--- src/rtl/bcd_scan_driver_if.sv ---
// ---------------------------------------------------------------------------
// bcd_scan_driver_if
// Bundles the load/status/scan signals of bcd_scan_driver.
//   Value    : binary value to convert (sampled on an accepted Load)
//   Load     : convert request, accepted only while Busy is low
//   Busy     : conversion in progress
//   Done     : one-cycle pulse when the display register updates
//   Ovf      : last accepted Value was clamped to 10^DIGITS-1
//   BCD      : BCD digit of the current scan slot (to segment decoder)
//   DigitSel : active-low one-hot digit enable, bit 0 = least significant
// master drives Value/Load, slave is the driver block itself.
// ---------------------------------------------------------------------------
interface bcd_scan_driver_if #(
    parameter int WIDTH  = 14,
    parameter int DIGITS = 4
);
    logic [WIDTH-1:0]  Value;
    logic              Load;
    logic              Busy;
    logic              Done;
    logic              Ovf;
    logic [3:0]        BCD;
    logic [DIGITS-1:0] DigitSel;

    modport master (
        output Value, Load,
        input  Busy, Done, Ovf, BCD, DigitSel
    );

    modport slave (
        input  Value, Load,
        output Busy, Done, Ovf, BCD, DigitSel
    );
endinterface

--- src/rtl/bcd_scan_driver.sv ---
// ---------------------------------------------------------------------------
// bcd_scan_driver
// Converts a binary value to packed BCD with an iterative shift-and-add-3
// (one bit per clock), holds the result in a display register and
// time-multiplexes the digits towards a BCD-to-segment decoder.
//
// Ports:
//   CLK  : system clock, rising edge
//   RST  : asynchronous active-high reset
//   bus  : bcd_scan_driver_if.slave (Value, Load, Busy, Done, Ovf, BCD,
//          DigitSel)
//
// Parameters: WIDTH (binary input width), DIGITS (display digits),
//             SCAN_DIV (clocks per scan slot, >= 1).
//
// Build option: LEADING_ZERO_BLANK_EN -- when defined, digits above the most
// significant nonzero digit output 4'hF (decoder blank code); digit 0 is
// never blanked. Port list is the same in both builds.
//
// state   | meaning
// --------+-------------------------------------------------------------
// ST_IDLE | waiting for Load; display register stable
// ST_CONV | one shift-and-add-3 iteration per clock, cnt_q iterations left
// ---------------------------------------------------------------------------
module bcd_scan_driver #(
    parameter int WIDTH    = 14,
    parameter int DIGITS   = 4,
    parameter int SCAN_DIV = 50000
) (
    input  logic              CLK,
    input  logic              RST,
    bcd_scan_driver_if.slave  bus
);

    localparam int BCD_W = 4 * DIGITS;
    localparam int CNT_W = $clog2(WIDTH + 1);
    localparam int PRE_W = (SCAN_DIV > 1) ? $clog2(SCAN_DIV) : 1;
    localparam int IDX_W = (DIGITS > 1) ? $clog2(DIGITS) : 1;

    function automatic logic [63:0] pow10(input int n);
        logic [63:0] r;
        r = 64'd1;
        for (int k = 0; k < n; k++) r = r * 64'd10;
        return r;
    endfunction

    localparam logic [63:0] MAX_VAL = pow10(DIGITS) - 64'd1;

    // Add 3 to every nibble that is 5 or more, so the following shift
    // carries correctly into the next decimal digit.
    function automatic logic [BCD_W-1:0] add3(input logic [BCD_W-1:0] a);
        logic [BCD_W-1:0] r;
        r = a;
        for (int k = 0; k < DIGITS; k++) begin
            if (a[4*k +: 4] >= 4'd5) r[4*k +: 4] = a[4*k +: 4] + 4'd3;
        end
        return r;
    endfunction

    typedef enum logic {ST_IDLE, ST_CONV} state_t;

    state_t              state_q, state_d;
    logic [WIDTH-1:0]    opnd_q, opnd_d;
    logic [BCD_W-1:0]    acc_q, acc_d;
    logic [CNT_W-1:0]    cnt_q, cnt_d;
    logic [BCD_W-1:0]    disp_q, disp_d;
    logic                busy_q, busy_d;
    logic                done_q, done_d;
    logic                ovf_q, ovf_d;
    logic [PRE_W-1:0]    pre_q, pre_d;
    logic [IDX_W-1:0]    idx_q, idx_d;
    logic [3:0]          bcd_q, bcd_d;
    logic [DIGITS-1:0]   sel_q, sel_d;

    logic [BCD_W-1:0]       acc_adj;
    logic [BCD_W+WIDTH-1:0] pair_sh;
`ifdef LEADING_ZERO_BLANK_EN
    logic [DIGITS-1:0]      blank;
    logic                   lead_zero;
`endif

    always_comb begin
        state_d = state_q;
        opnd_d  = opnd_q;
        acc_d   = acc_q;
        cnt_d   = cnt_q;
        disp_d  = disp_q;
        busy_d  = busy_q;
        done_d  = 1'b0;
        ovf_d   = ovf_q;
        pre_d   = pre_q;
        idx_d   = idx_q;
        bcd_d   = 4'd0;
        sel_d   = '1;

        acc_adj = add3(acc_q);
        pair_sh = {acc_adj, opnd_q} << 1;

        case (state_q)
            ST_IDLE: begin
                if (bus.Load) begin
                    if (64'(bus.Value) > MAX_VAL) begin
                        opnd_d = WIDTH'(MAX_VAL);
                        ovf_d  = 1'b1;
                    end else begin
                        opnd_d = bus.Value;
                        ovf_d  = 1'b0;
                    end
                    acc_d   = '0;
                    cnt_d   = CNT_W'(WIDTH);
                    busy_d  = 1'b1;
                    state_d = ST_CONV;
                end
            end
            ST_CONV: begin
                acc_d  = pair_sh[BCD_W+WIDTH-1:WIDTH];
                opnd_d = pair_sh[WIDTH-1:0];
                cnt_d  = cnt_q - CNT_W'(1);
                if (cnt_q == CNT_W'(1)) begin
                    disp_d  = pair_sh[BCD_W+WIDTH-1:WIDTH];
                    busy_d  = 1'b0;
                    done_d  = 1'b1;
                    state_d = ST_IDLE;
                end
            end
            default: state_d = ST_IDLE;
        endcase

        if (pre_q == PRE_W'(SCAN_DIV - 1)) begin
            pre_d = '0;
            idx_d = (idx_q == IDX_W'(DIGITS - 1)) ? '0 : idx_q + IDX_W'(1);
        end else begin
            pre_d = pre_q + PRE_W'(1);
        end

        // Scan outputs are registered from next-state values so the digit,
        // its select and any new display contents appear on the same edge.
`ifdef LEADING_ZERO_BLANK_EN
        blank     = '0;
        lead_zero = 1'b1;
        for (int i = DIGITS - 1; i > 0; i--) begin
            lead_zero = lead_zero & (disp_d[4*i +: 4] == 4'd0);
            blank[i]  = lead_zero;
        end
`endif
        for (int i = 0; i < DIGITS; i++) begin
            if (IDX_W'(i) == idx_d) begin
                sel_d[i] = 1'b0;
`ifdef LEADING_ZERO_BLANK_EN
                bcd_d = blank[i] ? 4'hF : disp_d[4*i +: 4];
`else
                bcd_d = disp_d[4*i +: 4];
`endif
            end
        end
    end

    always_ff @(posedge CLK or posedge RST) begin
        if (RST) begin
            state_q <= ST_IDLE;
            opnd_q  <= '0;
            acc_q   <= '0;
            cnt_q   <= '0;
            disp_q  <= '0;
            busy_q  <= 1'b0;
            done_q  <= 1'b0;
            ovf_q   <= 1'b0;
            pre_q   <= '0;
            idx_q   <= '0;
            bcd_q   <= 4'd0;
            sel_q   <= ~DIGITS'(1);
        end else begin
            state_q <= state_d;
            opnd_q  <= opnd_d;
            acc_q   <= acc_d;
            cnt_q   <= cnt_d;
            disp_q  <= disp_d;
            busy_q  <= busy_d;
            done_q  <= done_d;
            ovf_q   <= ovf_d;
            pre_q   <= pre_d;
            idx_q   <= idx_d;
            bcd_q   <= bcd_d;
            sel_q   <= sel_d;
        end
    end

    assign bus.Busy     = busy_q;
    assign bus.Done     = done_q;
    assign bus.Ovf      = ovf_q;
    assign bus.BCD      = bcd_q;
    assign bus.DigitSel = sel_q;

endmodule

--- src/flat_wrapper.sv ---
// flat-port wrapper written by rule: the top's interface ports become plain ports
module bcd_scan_driver_flat 
#(
    parameter int WIDTH    = 14,
    parameter int DIGITS   = 4,
    parameter int SCAN_DIV = 50000
)
  (CLK, RST, bus_Value, bus_Load, bus_Busy, bus_Done, bus_Ovf, bus_BCD, bus_DigitSel);
  bcd_scan_driver_if #(.WIDTH(WIDTH), .DIGITS(DIGITS)) bus_i ();
  input  logic CLK;
  input  logic RST;
  input wire logic [$bits(bus_i.Value)-1:0] bus_Value;
  input wire logic [$bits(bus_i.Load)-1:0] bus_Load;
  output wire logic [$bits(bus_i.Busy)-1:0] bus_Busy;
  output wire logic [$bits(bus_i.Done)-1:0] bus_Done;
  output wire logic [$bits(bus_i.Ovf)-1:0] bus_Ovf;
  output wire logic [$bits(bus_i.BCD)-1:0] bus_BCD;
  output wire logic [$bits(bus_i.DigitSel)-1:0] bus_DigitSel;
  assign bus_i.Value = bus_Value;
  assign bus_i.Load = bus_Load;
  assign bus_Busy = bus_i.Busy;
  assign bus_Done = bus_i.Done;
  assign bus_Ovf = bus_i.Ovf;
  assign bus_BCD = bus_i.BCD;
  assign bus_DigitSel = bus_i.DigitSel;
  bcd_scan_driver #(.WIDTH(WIDTH), .DIGITS(DIGITS), .SCAN_DIV(SCAN_DIV)) u_core (.CLK(CLK), .RST(RST), .bus(bus_i));
endmodule
--- config.mk ---
export PLATFORM = sky130hd
export DESIGN_NAME = bcd_scan_driver_flat
export DESIGN_NICKNAME = d
export VERILOG_FILES = /design/src/rtl/bcd_scan_driver_if.sv /design/src/rtl/bcd_scan_driver.sv /design/src/flat_wrapper.sv
export SDC_FILE = /design/constraint.sdc
export NUM_CORES = 1
export LEC_CHECK = 0
export CORE_MARGIN = 5
export CORE_UTILIZATION = 58
export DETAILED_ROUTE_END_ITERATION = 16
export GPL_ROUTABILITY_DRIVEN = 0
export HOLD_SLACK_MARGIN = 0.06
export PLACE_DENSITY = 0.79
export SLEW_MARGIN = 20
export SYNTH_ARGS = -nofsm -noshare
export SYNTH_HDL_FRONTEND = slang
export SYNTH_SLANG_ARGS = --single-unit
--- constraint.sdc ---
create_clock -name CLK -period 3.6 [get_ports CLK]
set_input_delay 0.9 -clock CLK [delete_from_list [all_inputs] [get_ports CLK]]
set_output_delay 0.9 -clock CLK [all_outputs]
set_load 0.03 [all_outputs]
==> results by group <==
CTS
  – H-tree depth: 3
  – Hold-fix buffers at CTS: 0
  – Clock transition at the registers of the reported paths: approximately 0.09 ns
  – Post-cts gate resize count: 0
  – CTS tree: yes
  – Worst-Skew Late Latency: about 0.35 ns
  – Clock sinks: 80
  – Worst-case clock buffer depth: 2
  – Root Buffer: clkbuf_8
  – Post-CTS Setup Bufs: 0
  – Num CTS Buffers: 9

Critical path
  – WP data required: 3.88 ns
  – Crit. End Element: flip-flop
  – Worst path arrival time: 2.84 ns
  – FF-to-FF setup slack: 1.04 ns
  – CP max stage delay: roughly 0.64 ns
  – Worst r2r path cells: 8
  – CP max stage cell: inv_1
  – Crit path cell chain: inv_1 -> ha_1 -> nand4bb_1 -> inv_1 -> o2111ai_1 -> o311ai_0 -> mux2i_1 -> mux2i_1
  – Critical path type: reg -> reg
  – CP Max Fanout: 15
  – Worst Setup Start Kind: flip-flop

Placed design
  – Dpl cells: slightly below 500
  – Cell Area, Placed: between 4000 and 5000 µm²
  – Port bufs: 27
  – HPWL Detailed: around 5500 µm
  – Dpl ws: 0.883 ns

STA
  – Crit path time final: about 2.6 ns
  – Min Hold Slack: roughly 0.46 ns
  – Max-slew violations: 0
  – Fmax: 0.390 GHz
  – Clock skew: around 0.011 ns
  – Setup TNS Final: 0 ns
  – Final Hold Viols: 0
  – Relative slew slack: 0.471
  – Final setup fails: 0
  – Actual slew at the worst max-slew pin: 0.778 ns
  – Period utilization: 0.712
  – Slack of the critical path: a little over 1 ns
  – RSZ-0062 raised after global routing: no

Power and ir drop
  – Max VDD drop: 0.000418 V
  – Power Dens Cells: 767 nW/µm²
  – Final Power: ~3.4 mW
  – P_leak: 2.15 nW

Synth
  – Sequential fraction of the synthesis area: 0.511
  – Synth Area per Inst: about 10 µm²
  – Syn Nets: around 420
  – Seq cells post-synth: 80
  – Synth unique cells: between 40 and 50
  – FFs w/ async S/R, synth: 1.00
  – Most used DFF post-synth: dfrtp_1
  – Post-Syn Area: about 3900 µm²
  – Yosys warns: 0
  – Synth Instances: a little under 400
  – Post-synth EDFFs: 0

GRT
  – GRT Util Overall: 0.194
  – GR Layer Usage met1: 0.249
  – First-pass GRT wire length: 13,000 µm
  – Via count of the first global-routing pass: roughly 2,800
  – Largest net degree at the start of global routing: 43
  – Gr busiest metal: met2
  – Total gr overflow: 0
  – Initial antenna violation count: 0
  – Met3 usage: 0.0361
  – M2 GR Usage: 0.323

Status
  – Run status: finished clean

Cells and area
  – Layout cells sized above 1: 0.0898
  – ANT cells: 0
  – Core Util, Final: 0.673
  – Post-route design area: 4490 µm²
  – Area growth syn-to-layout: 14.5%
  – Fin nets: 447
  – Non-Filler Instances: 503

Min path
  – Hold Path Depth: 1
  – Min-Delay Path Class: reg -> reg

Route
  – Vias per cell: ~5.7
  – Antenna viol nets, final: 0
  – Average wire per standard cell: about 15 µm
  – Drt pass-1 iters: 4
  – Total Wirelength: between 7000 and 8000 µm
  – Initial drt markers: around 140
  – DRC viols: 0
  – Via count: between 2,000 and 3,000

Floorplan
  – CORE AREA: approximately 6700 µm²
  – Die footprint: 8510 µm²
  – # rows: 30
  – Die width: 92.3 µm
  – Die Height: a little over 90 µm
  – Initial cell density of the core: 0.588
  – IO Count: 28

Job
  – Max cap viols: 0
==> cell usage in the layout, fill, tap and decap left out, drive strengths merged, types with 2 or more instances in the layout <==
| cell type | instances |
|---|---|
| a211oi | 7 |
| a21oi | 12 |
| a221o | 4 |
| a31o | 7 |
| a31oi | 5 |
| and3 | 6 |
| and4 | 3 |
| and4bb | 2 |
| buf | 5 |
| bufinv | 3 |
| clkbuf | 9 |
| clkdlybuf4s50 | 27 |
| clkinv | 4 |
| dfrtp | 77 |
| dfstp | 3 |
| ha | 12 |
| inv | 20 |
| mux2i | 23 |
| nand2 | 71 |
| nand2b | 4 |
| nand3 | 6 |
| nand4 | 4 |
| nor2 | 25 |
| nor2b | 5 |
| nor3 | 7 |
| nor3b | 5 |
| o2111ai | 2 |
| o21ai | 24 |
| o22ai | 2 |
| o31ai | 9 |
| o32ai | 2 |
| or3 | 4 |
| xnor2 | 7 |
| xor2 | 6 |
==> registers in the layout (all words and copies together) (netlist names) <==
signal / flops
u_core.acc_q: 16
u_core.disp_q: 16
u_core.pre_q: 16
u_core.opnd_q: 14
u_core.bus.BCD: 4
u_core.bus.DigitSel: 4
u_core.cnt_q: 4
u_core.idx_q: 2
u_core.bus.Busy: 1
u_core.bus.Done: 1
u_core.bus.Ovf: 1
u_core.state_q: 1
==> final timing paths <==
check	from	endpoint
setup reg to reg	u_core.cnt_q[1]$_DFFE_PP0P_	u_core.bus.BCD[2]$_DFF_PP0_
max in group asynchronous	RST	u_core.acc_q[13]$_DFFE_PP0P_
hold reg to reg	u_core.pre_q[0]$_DFF_PP0_	u_core.pre_q[0]$_DFF_PP0_
hold / removal	u_core.pre_q[0]$_DFF_PP0_	u_core.pre_q[0]$_DFF_PP0_
setup / recovery	u_core.cnt_q[1]$_DFFE_PP0P_	u_core.bus.BCD[2]$_DFF_PP0_
min in group asynchronous	RST	u_core.pre_q[12]$_DFF_PP0_
==> cell families (layout without fill, tap and decap cells) <==
family | after synthesis | after routing | synth area share
AOI/OAI and AO/OA | 79 | 79 | 0.133
xor gates and xnor gates | 13 | 13 | 0.0290
adders and majority gates | 12 | 12 | 0.0382
buffers and inverters | 40 | 69 | 0.0449
DFF | 80 | 80 | 0.511
muxes | 24 | 24 | 0.0656
and+or+nand+nor | 146 | 146 | 0.178
==> routing by layer <==
layer | share of wire | vias up
met5 | 0 | -
met4 | 0.013 | 0
met3 | 0.036 | 12
met2 | 0.51 | 61
met1 | 0.44 | 1385
li1 | - | 1420
==> synth_stat cells, types with 3 or more instances <==
cell      number  share of area
nand2b_1       4         0.0064
a31o_2         7          0.016
a21oi_1       12          0.015
inv_1         21          0.020
nor3b_1        5         0.0096
nand3_1        6         0.0076
xor2_1         6          0.013
and3_1         6         0.0096
dfrtp_1       77           0.49
nand4_1        4         0.0064
nor2_1        25          0.024
ha_1          12          0.038
a211oi_1       7          0.013
buf_2          4         0.0051
mux2i_1       21          0.054
clkbuf_1      11          0.011
xnor2_1        7          0.016
or3_1          4         0.0064
nor3_1         7         0.0089
nor2b_1        5         0.0080
a31oi_1        5         0.0080
nand2_1       71          0.068
dfstp_2        3          0.020
o31ai_1        9          0.017
o21ai_0       24          0.031
a221o_1        4          0.010
==> where the power goes <==
part / leakage [nW] / internal (mW) / switching, mW
registers: 1.01 / 1.19 / 0.210
clock network: 0.119 / 0.461 / 0.325
logic: 1.02 / 0.556 / 0.708
total: 2.15 / 2.21 / 1.24
==> layout make-up <==
class | count | area (µm²)
inverters | 21 | 80.1
well taps | 80 | 100
flip-flops and latches | 80 | 2010
clock buffers | 9 | 124
clock inverters | 7 | 120
fillers | 520 | 2190
multi-input cells | 274 | 1740
repair buffers | 32 | 320
==> critical path, delay by kind of cell (launching register included) <==
family / cells / cell delay (ns)
flip-flops: 1 / 0.40
AND/OR/NAND/NOR: 1 / 0.49
buffers and inverters: 2 / 0.72
adder cells (fa/ha/maj): 1 / 0.14
multiplexers: 2 / 0.31
AO/OA/AOI/OAI: 2 / 0.43
No activity file was read; power rests on OpenSTA's default activity.
